`config.mk`:
```
export PLATFORM = sky130hd
export DESIGN_NAME = mem_access_sequencer
export DESIGN_NICKNAME = d
export VERILOG_FILES = /design/src/rtl/mem_access_sequencer.sv
export SDC_FILE = /design/constraint.sdc
export NUM_CORES = 1
export LEC_CHECK = 0
export ABC_AREA = 1
export CAP_MARGIN = 15
export CORE_MARGIN = 2
export CORE_UTILIZATION = 40
export CTS_CLUSTER_SIZE = 14
export DETAILED_ROUTE_END_ITERATION = 8
export PLACE_DENSITY = 0.82
export SLEW_MARGIN = 20
export SYNTH_ARGS = -nofsm -noshare
export SYNTH_HDL_FRONTEND = slang
export SYNTH_SLANG_ARGS = --single-unit
```
`constraint.sdc`:
```
create_clock -name clk -period 2.1 [get_ports clk]
set_input_delay 0.42 -clock clk [delete_from_list [all_inputs] [get_ports clk]]
set_output_delay 0.42 -clock clk [all_outputs]
set_load 0.01 [all_outputs]
```
`src/rtl/mem_access_sequencer.sv`:
```
// Load/store sequencer between the execute stage and a req/ack data-memory port.
// Stalls the pipeline during the access, builds byte lanes and extends load data.
module mem_access_sequencer #(
  parameter int DATA_W  = 32,
  parameter int TIMEOUT = 255
) (
  input  logic              clk,
  input  logic              rst_n,
  input  logic              data_read_en,
  input  logic              data_write_en,
  input  logic [2:0]        data_size,
  input  logic [DATA_W-1:0] addr,
  input  logic [DATA_W-1:0] wdata,
  output logic              stall,
  output logic [DATA_W-1:0] rdata_out,
  output logic              access_err,
  output logic              bus_fault,
  output logic              mem_req,
  output logic              mem_we,
  output logic [DATA_W-1:0] mem_addr,
  output logic [3:0]        mem_be,
  output logic [DATA_W-1:0] mem_wdata,
  input  logic [DATA_W-1:0] mem_rdata,
  input  logic              mem_ack
);

  typedef enum logic [1:0] {IDLE, BUSY, DONE} state_t;

  state_t            state;
  logic [7:0]        tmo_cnt;
  logic [2:0]        size_q;
  logic [1:0]        lo_q;
  logic              start;
  logic              is_store;
  logic              illegal;
  logic [3:0]        be_next;
  logic [DATA_W-1:0] wdata_next;
  logic [DATA_W-1:0] load_ext;
  logic [7:0]        sel_byte;
  logic [15:0]       sel_half;

  // Decode of the incoming request; a store wins when both enables are high.
  always_comb begin
    start      = data_read_en | data_write_en;
    is_store   = data_write_en;
    illegal    = (data_size == 3'b011) || (data_size == 3'b110) || (data_size == 3'b111) ||
                 (is_store && data_size[2]) ||
                 ((data_size[1:0] == 2'b01) && addr[0]) ||
                 ((data_size[1:0] == 2'b10) && (addr[1:0] != 2'b00));
    be_next    = 4'b1111;
    wdata_next = wdata;
    case (data_size[1:0])
      2'b00: begin
        be_next    = 4'b0001 << addr[1:0];
        wdata_next = {4{wdata[7:0]}};
      end
      2'b01: begin
        be_next    = addr[1] ? 4'b1100 : 4'b0011;
        wdata_next = {2{wdata[15:0]}};
      end
      default: begin
        be_next    = 4'b1111;
        wdata_next = wdata;
      end
    endcase
  end

  always_comb begin
    sel_byte = mem_rdata[{lo_q, 3'b000} +: 8];
    sel_half = lo_q[1] ? mem_rdata[31:16] : mem_rdata[15:0];
    case (size_q[1:0])
      2'b00:   load_ext = size_q[2] ? {24'b0, sel_byte} : {{24{sel_byte[7]}}, sel_byte};
      2'b01:   load_ext = size_q[2] ? {16'b0, sel_half} : {{16{sel_half[15]}}, sel_half};
      default: load_ext = mem_rdata;
    endcase
  end

  // Gated by rst_n so nothing is asserted while reset is held.
  assign stall      = rst_n & ((state == BUSY) || ((state == IDLE) && start && !illegal));
  assign access_err = rst_n & (state == IDLE) & start & illegal;

  always_ff @(posedge clk or negedge rst_n) begin
    if (!rst_n) begin
      state     <= IDLE;
      tmo_cnt   <= 8'd0;
      size_q    <= 3'b000;
      lo_q      <= 2'b00;
      rdata_out <= '0;
      bus_fault <= 1'b0;
      mem_req   <= 1'b0;
      mem_we    <= 1'b0;
      mem_addr  <= '0;
      mem_be    <= 4'b0000;
      mem_wdata <= '0;
    end else begin
      bus_fault <= 1'b0;
      case (state)
        IDLE: begin
          if (start) begin
            if (illegal) begin
              if (!is_store) rdata_out <= '0;
            end else begin
              state     <= BUSY;
              mem_req   <= 1'b1;
              mem_we    <= is_store;
              mem_addr  <= {addr[DATA_W-1:2], 2'b00};
              mem_be    <= be_next;
              mem_wdata <= wdata_next;
              size_q    <= data_size;
              lo_q      <= addr[1:0];
              tmo_cnt   <= 8'd0;
            end
          end
        end
        BUSY: begin
          if (mem_ack) begin
            mem_req <= 1'b0;
            if (!mem_we) rdata_out <= load_ext;
            state   <= DONE;
          end else if (tmo_cnt == 8'(TIMEOUT - 1)) begin
            mem_req   <= 1'b0;
            bus_fault <= 1'b1;
            if (!mem_we) rdata_out <= '0;
            state     <= DONE;
          end else begin
            tmo_cnt <= tmo_cnt + 8'd1;
          end
        end
        DONE: begin
          tmo_cnt <= 8'd0;
          state   <= IDLE;
        end
        default: state <= IDLE;
      endcase
    end
  end

endmodule

```
==> out/qor.log <==
qor: worst_hold_path.holdCritPathClass input pin to asynchronous set/reset pin
qor: die.die_width 123 um
qor: die.area_of_the_die 15100 um2
qor: detailed_routing.vias_per_cell 4.96
qor: worst_setup_path.timing.critical_path.fanout_max 4
qor: finish.multi_input_area 2510 um2
qor: power.vdd_drop_max 0.000715 V
qor: global_routing.first_global_vias 5445
qor: global_routing.antenna_violations_before_repair 0
qor: worst_setup_path.cp_cell_sequence nor2_4 -> o21ai_1 -> nor2_4 -> inv_2 -> a21oi_1 -> buf_2
qor: logic_synthesis.netlist_instances 734
qor: clocking.clock_sink_count 116
qor: sta.setup_viol 0
qor: worst_setup_path.worst_setup_path_end_kind output port
qor: logic_synthesis.yosysSeqAreaShare 51.3%
qor: worst_setup_path.slowest_stage dfrtp_1
qor: clocking.clk_latency 0.41 ns
qor: detailed_routing.dr_total_vias 5669
qor: detailed_routing.dr.pass1.iters 5
qor: worst_setup_path.worst_ep_required_time 1.68 ns
qor: power.power-per-cell-area 1260 nW/um2
qor: finish.final_layout_size_suffix_gt1_share 10.5%
qor: global_routing.grt_start_max_net_pins 117
qor: die.num_rows 43
qor: clocking.post-cts-setup-buffers 0
qor: sta.finalWorstPathRequiredPeriod 1.95 ns
qor: sta.rsz0062_at_grt no
qor: sta.maxSlewHeadroom 44.5%
qor: finish.commonest_cells_after_routing_fill_and_taps_aside 371 x nand2_1, 197 x clkdlybuf4s50_1, 116 x dfrtp_1
qor: die.dieHeight 123 um
qor: clocking.cts_buf_count 17
qor: finish.fillCellCount 1210
qor: worst_setup_path.slowest_stage_delay_on_critical_path 0.42 ns
qor: sta.drv_slew 0
qor: sta.fin_crit_sh 92.8%
qor: job.timing.max_cap.violations 0
qor: placement.place_area 7980 um2
qor: finish.regArea 2900 um2
qor: status.outcome complete, no violations
qor: global_routing.grt_pass1_wl 27.0 mm
qor: placement.finalWeightedCongestion 0.832
qor: sta.finalClockSkew 0.00685 ns
qor: die.top_level_ports 209
qor: finish.fin_nets 1055
qor: worst_setup_path.critical_path_arrival 1.53 ns
qor: detailed_routing.drt.antenna.violating_nets 0
qor: clocking.clockRootBuffer clkbuf_16
qor: clocking.cts.clk_slew.worst_paths 0.05 ns
qor: logic_synthesis.syn_area 5650 um2
qor: sta.worstMarginPinSlew 0.832 ns
qor: clocking.cts_tree built
qor: worst_setup_path.startpoint_type flip-flop
qor: sta.timing_hold_violations_final 0
qor: logic_synthesis.synth-seq-cells 116
qor: power.p_leak 4.16 nW
qor: sta.timing.fmax 513 MHz
qor: sta.fin_hold_ws 0.0714 ns
qor: finish.final_area 8570 um2
qor: finish.area_growth 51.6%
qor: detailed_routing.wl_per_cell 14.8 um
qor: die.initial_core_util 40.9%
qor: detailed_routing.drc_errors 0
qor: placement.dp_hpwl 11.7 mm
qor: finish.finalCoreUtilization 62.0%
qor: worst_setup_path.cpMostUsedCell nor2_4
qor: clocking.cts_max_level 4
qor: clocking.clk_path_buf_depth 2
qor: logic_synthesis.synth.lib_cells_used.distinct 30
qor: detailed_routing.totalWireLength 16.9 mm
qor: detailed_routing.drt_first_iter_violations 438
qor: die.core_region_area 13800 um2
qor: logic_synthesis.synthesis.yosys.warnings 0
qor: logic_synthesis.postSynthAreaPerCell 7.70 um2
qor: global_routing.globalRouteOverflowTotal 0
qor: placement.numPortBuffers 206
qor: global_routing.globalRouteTotalUtil 23.3%
qor: finish.most_common_cell_after_layout_fill_and_taps_aside nand2_1
qor: worst_setup_path.critical_path_class flip-flop to output port
qor: finish.num_antenna_cells 0
[per-layer routing]
metal / vias up / track usage, % / wire, um
met5: - / 0 / 0
met4: 0 / 9.99 / 355
met3: 25 / 8.26 / 1610
met2: 242 / 37.2 / 8100
met1: 2659 / 28.5 / 6840
li1: 2743 / - / -
[worst paths after layout]
path	from	to	slack, ns	cells after the start
max	state[1]$_DFFE_PN0P_	stall	0.15	6
min	rst_n	rdata_out[18]$_DFFE_PN0P_	0.07	2
max reg2reg	state[1]$_DFFE_PN0P_	mem_be[2]$_DFFE_PN0P_	0.29	6
min reg2reg	mem_addr[16]$_DFFE_PN0P_	mem_addr[16]$_DFFE_PN0P_	0.47	2
max in group asynchronous	rst_n	rdata_out[3]$_DFFE_PN0P_	1.46	2
min in group clk	data_size[2]	size_q[2]$_DFFE_PN0P_	0.40	4
[through the flow]
step / total power [mW] / setup WS [ns] / setup TNS, ns / cells
after floorplan: 5.63 / 0.114 / 0 / 735
after global placement: 7.88 / -0.464 / -25.44 / 1110
after detailed placement: 7.95 / -0.474 / -26.29 / 1110
after CTS: 10.9 / 0.000217 / 0 / 1142
after global routing: 11.5 / 0.0132 / 0 / 1142
final: 10.8 / 0.151 / 0 / 1142
[cells by family after synthesis]
family,Yosys count,share of synthesized area (%)
other cells,1,0.0663
fa+ha+maj,2,0.443
flops,116,51.3
compound gates,82,7.35
xor+xnor,6,0.929
buf+inv,52,4.65
simple gates,475,35.2
[report_power, final]
group          switching (mW)  internal (mW)
sequential              0.471           3.03
combinational            2.25           2.18
clock                    1.06           1.81
total                    3.78           7.01
[repair_timing]
item,in CTS,in global routing
hold buffers,0,0
endpoints found under the setup margin,2,2
gates resized for setup,15,3
[state kept, by name, summed over array words and instances, names as in the netlist]
signal and count:
bus_fault 1, lo_q 2, mem_addr 30, mem_be 4, mem_req 1, mem_wdata 32
mem_we 1, rdata_out 32, size_q 3, state 2, tmo_cnt 8
[cell usage after synthesis, drive strengths merged]
cell type | instances | area, um2
nand2 | 384 | 1490
dfrtp | 116 | 2900
o21ai | 57 | 285
nor2 | 37 | 176
nand3 | 36 | 205
a21oi | 23 | 115
buf | 23 | 149
inv | 17 | 68.8
or2 | 13 | 81.3
clkbuf | 12 | 45.0
xor2 | 4 | 35.0
nor3 | 3 | 26.3
ha | 2 | 25.0
o211ai | 2 | 15.0
xnor2 | 2 | 17.5
conb | 1 | 3.75
nand3b | 1 | 7.51
nand4 | 1 | 6.26
[worst max-delay path: cells and delay by family (launching register included)]
kind	cells	cell delay [ns]
flops	1	0.42
simple gates	2	0.30
compound gates	2	0.22
buf+inv	2	0.18
[final cells by class]
class / instances / share of cell area (%)
Timing Repair Buffer: 230 / 26.6
Sequential cell: 116 / 33.9
Multi-Input combinational cell: 567 / 29.3
Inverter: 17 / 0.803
Clock inverter: 12 / 1.53
Tap cell: 180 / 2.63
Clock buffer: 20 / 5.33
(Power assumes the default switching activity.)
